==> config.mk <==
export PLATFORM = sky130hd
export DESIGN_NAME = ventana_cruz
export DESIGN_NICKNAME = d
export VERILOG_FILES = /design/src/rtl/ventana_cruz.sv
export SDC_FILE = /design/constraint.sdc
export NUM_CORES = 1
export LEC_CHECK = 0
export BUFFER_PORTS_ARGS = -buffer_cell sky130_fd_sc_hd__buf_4
export CAP_MARGIN = 20
export CORE_UTILIZATION = 60
export DETAILED_ROUTE_END_ITERATION = 10
export GPL_ROUTABILITY_DRIVEN = 0
export PLACE_DENSITY_LB_ADDON = 0.1
export SLEW_MARGIN = 20
export SYNTH_ARGS = -nofsm -noshare
export SYNTH_HDL_FRONTEND = slang
export SYNTH_SLANG_ARGS = --single-unit
export TNS_END_PERCENT = 1
==> constraint.sdc <==
create_clock -name clk -period 7.75 [get_ports clk]
set_input_delay 0.775 -clock clk [delete_from_list [all_inputs] [get_ports clk]]
set_output_delay 0.775 -clock clk [all_outputs]
set_load 0.01 [all_outputs]
==> src/rtl/ventana_cruz.sv <==
// Cross-window generator: raster 8-bit pixels in, five-pixel cross (A..E) out per interior centre.
// Latency: 1 cycle after accepting pixel (r,c); 2 cycles when REGISTRO_SALIDA_EN is defined.
// Backpressure: none; pix_valido=0 freezes all state and A..E hold the last window.
module ventana_cruz #(
  parameter int DATA_W = 8,
  parameter int ANCHO  = 16,
  parameter int ALTO   = 16
) (
  input  logic              clk,
  input  logic              reset,
  input  logic [DATA_W-1:0] pix_in,
  input  logic              pix_valido,
  input  logic              sof,
  output logic [DATA_W-1:0] A,
  output logic [DATA_W-1:0] B,
  output logic [DATA_W-1:0] C,
  output logic [DATA_W-1:0] D,
  output logic [DATA_W-1:0] E,
  output logic              ventana_valida,
  output logic              fin_cuadro
);

  localparam int CW = (ANCHO > 1) ? $clog2(ANCHO) : 1;
  localparam int RW = (ALTO > 1) ? $clog2(ALTO) : 1;
  localparam logic [CW-1:0] COL_ULT = CW'(ANCHO - 1);
  localparam logic [RW-1:0] FILA_ULT = RW'(ALTO - 1);

  // Line buffers: linea1[c] holds row r-1, linea2[c] holds row r-2.
  logic [DATA_W-1:0] linea1 [ANCHO];
  logic [DATA_W-1:0] linea2 [ANCHO];

  // Column taps: sup = row r-2, med = row r-1, inf = current row r.
  logic [DATA_W-1:0] sup_d1, med_d1, med_d2, inf_d1;

  logic [CW-1:0]     col, col_act, col_sig;
  logic [RW-1:0]     fila, fila_act, fila_sig;
  logic [DATA_W-1:0] arriba1, arriba2;
  logic              emite, ultimo;

  logic [DATA_W-1:0] a1, b1, c1, d1, e1;
  logic              v1, f1;

  // Effective position of the pixel on the bus (sof forces the frame origin), taps and next position.
  always_comb begin
    col_act  = sof ? '0 : col;
    fila_act = sof ? '0 : fila;
    arriba1  = linea1[col_act];
    arriba2  = linea2[col_act];
    emite    = pix_valido && (fila_act >= RW'(2)) && (col_act >= CW'(2));
    ultimo   = (fila_act == FILA_ULT) && (col_act == COL_ULT);
    col_sig  = col_act + CW'(1);
    fila_sig = fila_act;
    if (col_act == COL_ULT) begin
      col_sig  = '0;
      fila_sig = (fila_act == FILA_ULT) ? '0 : fila_act + RW'(1);
    end
  end

  // Position counters advance only on accepted pixels; last pixel of a frame wraps to the origin.
  always_ff @(posedge clk or posedge reset) begin
    if (reset) begin
      col  <= '0;
      fila <= '0;
    end else if (pix_valido) begin
      col  <= col_sig;
      fila <= fila_sig;
    end
  end

  // Line buffers and column shift registers; contents need no reset since rows 0/1 rewrite them first.
  always_ff @(posedge clk) begin
    if (pix_valido) begin
      linea1[col_act] <= pix_in;
      linea2[col_act] <= arriba1;
      sup_d1          <= arriba2;
      med_d1          <= arriba1;
      med_d2          <= med_d1;
      inf_d1          <= pix_in;
    end
  end

  // First output register: capture the window centred at (r-1,c-1) when (r,c) is interior-eligible.
  always_ff @(posedge clk or posedge reset) begin
    if (reset) begin
      a1 <= '0; b1 <= '0; c1 <= '0; d1 <= '0; e1 <= '0;
      v1 <= 1'b0;
      f1 <= 1'b0;
    end else begin
      v1 <= emite;
      f1 <= emite && ultimo;
      if (emite) begin
        a1 <= sup_d1;
        b1 <= med_d2;
        c1 <= med_d1;
        d1 <= arriba1;
        e1 <= inf_d1;
      end
    end
  end

`ifdef REGISTRO_SALIDA_EN
  // Second output register: delays the whole window bundle by one more cycle, alignment unchanged.
  always_ff @(posedge clk or posedge reset) begin
    if (reset) begin
      A <= '0; B <= '0; C <= '0; D <= '0; E <= '0;
      ventana_valida <= 1'b0;
      fin_cuadro     <= 1'b0;
    end else begin
      A <= a1; B <= b1; C <= c1; D <= d1; E <= e1;
      ventana_valida <= v1;
      fin_cuadro     <= f1;
    end
  end
`else
  assign A = a1;
  assign B = b1;
  assign C = c1;
  assign D = d1;
  assign E = e1;
  assign ventana_valida = v1;
  assign fin_cuadro     = f1;
`endif

endmodule

==> metrics.md, run 1 <==
| Metric | Value |
|---|---|
| Outcome | `finished clean` |
| Floorplan core area | `0.0218 mm2` |
| Number of setup buffers added after CTS | `0` |
| TritonRoute pass-1 iters | `4` |
| Overall Global Routing Usage | `0.246` |
| Grt peak-use layer | `met2` |
| Worst setup SP type | `register` |
| Largest net degree at the start of global routing | `76` |
| WL per Instance | `23.1 um` |
| # DRC | `0` |
| Post_cts resized | `0` |
| HPWL Detailed | `16900 um` |
| I/O pin count | `54` |
| Post-synth cell types | `54` |
| Total Power | `4.54 mW` |
| M3 GR Usage | `0.0512` |
| Synthesis-to-layout area growth | `12.6%` |
| Initial DRC count | `728` |
| Worst vdd ir | `0.000194 V` |
| Initial Utilization | `0.612` |
| Routed vias/inst | `6.24` |
| Worst slew margin | `0.412` |
| Worst-skew pair later-pin latency | `510 ps` |
| Total CTS buffers | `34` |
| # rows | `54` |
| WS Path Type | `reg2reg` |
| RR Startpoint | `col[0]` |
| Seq cells post-synth | `338` |
| Post-route setup TNS | `0 ps` |
| Class of the worst hold path | `in2async` |
| Final std cells w/o fill | `1166` |
| Die width | `151 um` |
| GR Overflow Total | `0` |
| Hold buffer count at CTS | `0` |
| Post-route cell area | `0.0150 mm2` |
| Yosys warns | `0` |
| Clock sinks | `338` |
| Syn avg cell area | `16.6 um2` |
| Top_reg_cell synth | `edfxtp_1` |
| Share of cells above drive strength 1 | `0.205` |
| DIE HEIGHT | `151 um` |
| RSZ-0062 raised after global routing | `false` |
| Htree depth | `2` |
| Max-cap violations | `0` |
| Cell Area, Placed | `0.0140 mm2` |
| Actual slew at the worst max-slew pin | `881 ps` |
| CTS tree | `yes` |
| PD cells | `302 mW/mm2` |
| Crit path required time | `7870 ps` |
| Number of nets in the layout | `878` |
| Layout fillers | `1441` |
| Largest regs | `linea1: 128 flops, linea2: 128 flops` |
| CP startpoint | `col[0]` |
| Seq/Total Area, Yosys | `0.742` |
| First-pass GRT wire length | `41000 um` |
| Clock Skew | `19.6 ps` |
| Clock Path Buffers | `3` |
| WP data arrival | `3820 ps` |
| Post-synthesis cell area | `0.0133 mm2` |
| Met1 Use GR | `0.362` |
| CTS root buffer | `clkbuf_16` |
| Antenna cells | `0` |
| Asr flop ratio synth | `0.148` |
| Min Clock Period, post-route | `3700 ps` |
| Inst Count DP | `1105` |
| EDFF count, synth | `288` |
| Period utilization | `0.477` |
| Synth Instances | `804` |
| Drt total wl | `27000 um` |
| Routed Antenna Nets | `0` |
| Max-slew violation count | `0` |
| Input/output buffers | `53` |
| CTS clk-pin slew, worst paths | `60 ps` |
| Hold Vio Cnt, Final | `0` |
| LEAKAGE | `5.31 nW` |
| Max Fclk | `270 MHz` |
| Met2 usage | `0.371` |
| Via count | `7278` |
| Syn Nets | `820` |
| Vias in the first global route | `7107` |
| Die Area | `0.0228 mm2` |
| Initial antenna violation count | `1` |
| Crit-path max FO | `46` |
| Final setup vio count | `0` |
| Crit end category | `register` |
[worst max-delay path, cell delays in order (launching register included)]
cell and delay, ps:
dfrtp_4 820, nand2b_1 230, inv_2 450, buf_4 530, ha_1 340, nand2_1 180
nor2_2 740
[per-layer routing]
layer  vias up  wire (um)
met4         0        637
met5         -          0
met2       302      12400
met1      3664      11800
met3        41       2170
li1       3271          -
[synth_stat cells (all sizes together), types with 4 or more instances]
cell type / count / area, um2
edfxtp: 288 / 8650
a211oi: 70 / 526
mux2i: 53 / 531
mux2: 51 / 601
dfrtp: 50 / 1250
buf: 39 / 229
nor2b: 39 / 244
nor2: 30 / 113
nand2: 22 / 82.6
clkbuf: 14 / 52.6
or4: 13 / 116
o21ai: 11 / 55.1
a21oi: 10 / 50.1
nor3: 10 / 55.1
nand2b: 9 / 56.3
inv: 8 / 30.0
a221oi: 7 / 61.3
a22oi: 6 / 45.0
a2bb2oi: 6 / 52.6
and3b: 6 / 52.6
nand3: 6 / 30.0
o21a: 6 / 45.0
a41oi: 5 / 43.8
o31ai: 5 / 37.5
a221o: 4 / 40.0
ha: 4 / 50.1
nand3b: 4 / 30.0
[final cells by class]
| class | count | area (um2) | share of cell area |
|---|---|---|---|
| Multi-Input combinational cell | 405 | 3150 | 0.210 |
| Tap cell | 280 | 350 | 0.0233 |
| Sequential cell | 338 | 9900 | 0.659 |
| Inverter | 8 | 30.0 | 0.00200 |
| Timing Repair Buffer | 75 | 563 | 0.0374 |
| Clock inverter | 12 | 83.8 | 0.00558 |
| Clock buffer | 48 | 955 | 0.0635 |
[cells by family after synthesis]
kind of cell,count (synthesis),synth area share
xor gates and xnor gates,1,0.000656
adders and majority gates,4,0.00375
AOI/OAI and AO/OA,144,0.0800
and+or+nand+nor,152,0.0659
DFF,338,0.742
muxes,104,0.0847
buffers and inverters,61,0.0233
[cells in the final DEF, fill, tap and decap left out, types with 4 or more instances in the layout]
| cell type | netlist | final |
|---|---|---|
| inv_1 | 7 | 5 |
| nand3b_1 | 4 | 4 |
| nor2b_1 | 39 | 39 |
| o21a_1 | 6 | 6 |
| nor2_1 | 30 | 28 |
| mux2_2 | 41 | 41 |
| ha_1 | 4 | 4 |
| o21ai_0 | 10 | 10 |
| or4_1 | 8 | 8 |
| a2bb2oi_1 | 6 | 6 |
| a21oi_1 | 10 | 10 |
| a221o_1 | 4 | 4 |
| or4_4 | 5 | 5 |
| edfxtp_1 | 288 | 288 |
| clkinv_1 | 0 | 6 |
| nand3_1 | 6 | 6 |
| mux2i_1 | 53 | 53 |
| a211oi_1 | 70 | 70 |
| buf_4 | 2 | 75 |
| clkbuf_1 | 14 | 10 |
| dfrtp_1 | 50 | 49 |
| clkbuf_16 | 0 | 35 |
| nor3_1 | 9 | 9 |
| and3b_1 | 6 | 6 |
| nand2b_1 | 9 | 8 |
| a221oi_1 | 7 | 7 |
| mux2_4 | 7 | 7 |
| nand2_1 | 22 | 22 |
| a41oi_1 | 5 | 5 |
| a22oi_1 | 6 | 6 |
| o31ai_1 | 5 | 5 |
[worst paths after layout]
| kind | end | slack [ps] | depth (start not counted) |
|---|---|---|---|
| max | linea1[15][1] | 4050 | 6 |
| min | E[1] | 150 | 2 |
| min in group clk | med_d2[5] | 440 | 0 |
| min reg2reg | med_d2[5] | 440 | 0 |
| max in group asynchronous | col[0] | 6760 | 3 |
| max reg2reg | linea1[15][1] | 4050 | 6 |
[per-stage QoR]
| stage | setup WS, ps | hold WS (ps) | util |
|---|---|---|---|
| detailed placement | 3860 | 431 | 0.641 |
| global route | 3810 | 145 | 0.689 |
| floorplan | 4710 | 420 | - |
| global placement | 3630 | 425 | 0.641 |
| finish | 4050 | 150 | 0.689 |
| CTS | 4060 | 146 | 0.689 |
[power by group]
group	leakage [nW]	internal, mW	switching [mW]	total [mW]
combinational	1.54	0.315	0.408	0.723
clock	0.505	0.891	0.631	1.52
sequential	3.26	2.21	0.0894	2.30
total	5.31	3.42	1.13	4.54
No activity file was read; power rests on OpenSTA's default activity.
==> run 2, diff against run 1 <==
- clock period: 7.75 -> 3.7 ns (I/O delays scaled with it)
==> metrics.md, run 2 (same netlist as run 1, synthesis figures left out) <==
| Metric | Value |
|---|---|
| Max Fclk | `350 MHz (+30%)` |
| Post-Route M1 WL | `12700 um (+7.9%)` |
| CTS tree | `yes` |
| Buf/Inv on CP | `1 (-1)` |
| Most common cell after layout, fill and taps aside | `edfxtp_1` |
| Min Clock Period, post-route | `2860 ps (-844 ps)` |
| HPWL Detailed | `18100 um (+7.3%)` |
| Worst path slowest cell | `nand4_1` |
| CP delay by family, top | `simple AND/OR/NAND/NOR gates` |
| Max-slew violation count | `0 (unchanged)` |
| Critical path cell sequence | `buf_12 -> nor4b_2 -> a221o_1 -> o21ai_1 -> nand4_1 -> mux2_2` |
| Share of cells above drive strength 1 | `0.227 (+0.0211)` |
| CTS clk-pin slew, worst paths | `60 ps (about the same)` |
| Max Used Layer | `met4` |
| Worst-skew pair later-pin latency | `510 ps (about the same)` |
| Via count | `7560 (+3.9%)` |
| Hold slack | `-4.12 ps (-154 ps)` |
| Crit path required time | `4090 ps (-3780 ps)` |
| Initial antenna violation count | `0 (-1)` |
| Initial Utilization | `0.612 (unchanged)` |
| Hold buffer count at CTS | `0 (unchanged)` |
| WP data arrival | `3250 ps (-570 ps)` |
| R2r setup slk | `840 ps (-3210 ps)` |
| Htree depth | `2 (unchanged)` |
| Clock Path Buffers | `3 (unchanged)` |
| Commonest non-fill, non-tap cells in the layout | `edfxtp_1 (288), buf_4 (90), a211oi_1 (70), mux2i_1 (53), dfrtp_1 (49)` |
| Crit-path max FO | `119 (+160%)` |
| Routed vias/inst | `6.38 (+2.2%)` |
| Period utilization | `0.772 (+0.294)` |
| Levels on crit path | `6 (unchanged)` |
| Synthesis-to-layout area growth | `15.1%` |
| TritonRoute pass-1 iters | `5 (+1)` |
| RR Startpoint | `col[0]` |
| Class of the worst hold path | `in2async` |
| RSZ-0062 raised after global routing | `false` |
| Routed wl met2 | `13900 um (+12%)` |
| Layout fillers | `1356 (-5.9%)` |
| Worst vdd ir | `0.000404 V (+110%)` |
| Worst setup SP type | `register` |
| Max-cap violations | `0 (unchanged)` |
| Final setup vio count | `0 (unchanged)` |
| Die Area | `0.0228 mm2 (unchanged)` |
| # rows | `54 (unchanged)` |
| Worst stage delay on the critical path | `540 ps (-280 ps)` |
| Number of nets in the layout | `898 (+2.3%)` |
| Crit end category | `register` |
| Clock Skew | `15.0 ps (-4.61 ps)` |
| CTS root buffer | `clkbuf_16` |
| Post_cts resized | `0 (unchanged)` |
| Post-route setup TNS | `0 ps (unchanged)` |
| Reg-to-Reg End | `D[2]` |
| Vias in the first global route | `7348 (+3.4%)` |
| Failing checks | `hold timing` |
| GR Overflow Total | `0 (unchanged)` |
| Floorplan core area | `0.0218 mm2 (unchanged)` |
| I/O pin count | `54 (unchanged)` |
| Clock sinks | `338 (unchanged)` |
| Largest net degree at the start of global routing | `120 (+58%)` |
| Overall Global Routing Usage | `0.272 (+0.0260)` |
| Antenna cells | `0 (unchanged)` |
| Worst r2r path cells | `6 (unchanged)` |
| Total Power | `9.92 mW (+120%)` |
| Hold Vio Cnt, Final | `9 (+9)` |
| Drt total wl | `29700 um (+10%)` |
| Outcome | `finished with violations` |
| DIE HEIGHT | `151 um (unchanged)` |
| Input/output buffers | `53 (unchanged)` |
| Total CTS buffers | `35 (+2.9%)` |
| Routed Antenna Nets | `0 (unchanged)` |
| LEAKAGE | `5.49 nW (+3.4%)` |
| WL met3 | `2290 um (+5.6%)` |
| Flip-flop and latch area | `0.00990 mm2 (unchanged)` |
| Actual slew at the worst max-slew pin | `782 ps (-99.3 ps)` |
| First-pass GRT wire length | `44400 um (+8.4%)` |
| # DRC | `0 (unchanged)` |
| Number of setup buffers added after CTS | `0 (unchanged)` |
| Initial DRC count | `772 (+6.0%)` |
| PD cells | `646 mW/mm2 (+110%)` |
| Die width | `151 um (unchanged)` |
| WS Path Type | `reg2reg` |
| WL per Instance | `25.1 um (+8.3%)` |
| Worst slew margin | `0.479 (+0.0669)` |
| Largest regs | `linea1: 128 flops, linea2: 128 flops` |
| Multi-input gate area | `0.00315 mm2 (about the same)` |
[run 2: cell count changes in the layout (fill, tap and decap cells not counted), sizes merged]
| cell | delta |
|---|---|
| buf | +19 |
| clkinvlp | +1 |
| bufinv | +4 |
| inv | -1 |
| clkbuf | -4 |
[run 2: per-stage QoR]
stage	setup WS, ps	std cells	utilization	cell area (um2)
floorplan	1070	804	-	13300
global placement	773	1125	0.650	14200
detailed placement	735	1125	0.650	14200
CTS	794	1185	0.704	15400
global route	535	1185	0.704	15400
finish	845	1185	0.704	15400
[run 2: per-layer routing]
| layer | GRT usage | up-vias |
|---|---|---|
| met4 | 0.0945 | 0 |
| met2 | 0.416 | 363 |
| met5 | 0 | - |
| met3 | 0.0557 | 53 |
| li1 | - | 3315 |
| met1 | 0.391 | 3829 |
[run 2: worst max-delay path by stage]
stage / slack (ps) / end / from
final: 840 / D[2] / col[0]
after detailed placement: 730 / D[2] / sof
after global routing: 530 / D[2] / col[0]
after floorplan: 1070 / linea1[15][0] / sof
after global placement: 770 / D[2] / sof
after CTS: 790 / D[2] / col[0]
[run 2: area by class of cell]
cell class	count	share of cell area
Sequential cell	338	0.645
Multi-Input combinational cell	405	0.205
Clock inverter	16	0.0132
Timing Repair Buffer	94	0.0492
Tap cell	280	0.0228
Inverter	8	0.00195
Clock buffer	44	0.0633
[run 2: worst reg2reg max path, delay by kind of cell (launching register included)]
family | cells | cell delay, ps
AOI/OAI and AO/OA | 2 | 600
buffers and inverters | 1 | 280
DFF | 1 | 490
muxes | 1 | 510
and+or+nand+nor | 2 | 860
[run 2: power by group]
part	internal, mW	total, mW	leakage, nW	switching (mW)
registers	4.63	4.85	3.26	0.219
clock network	2.20	3.56	0.568	1.36
logic	0.678	1.51	1.66	0.835
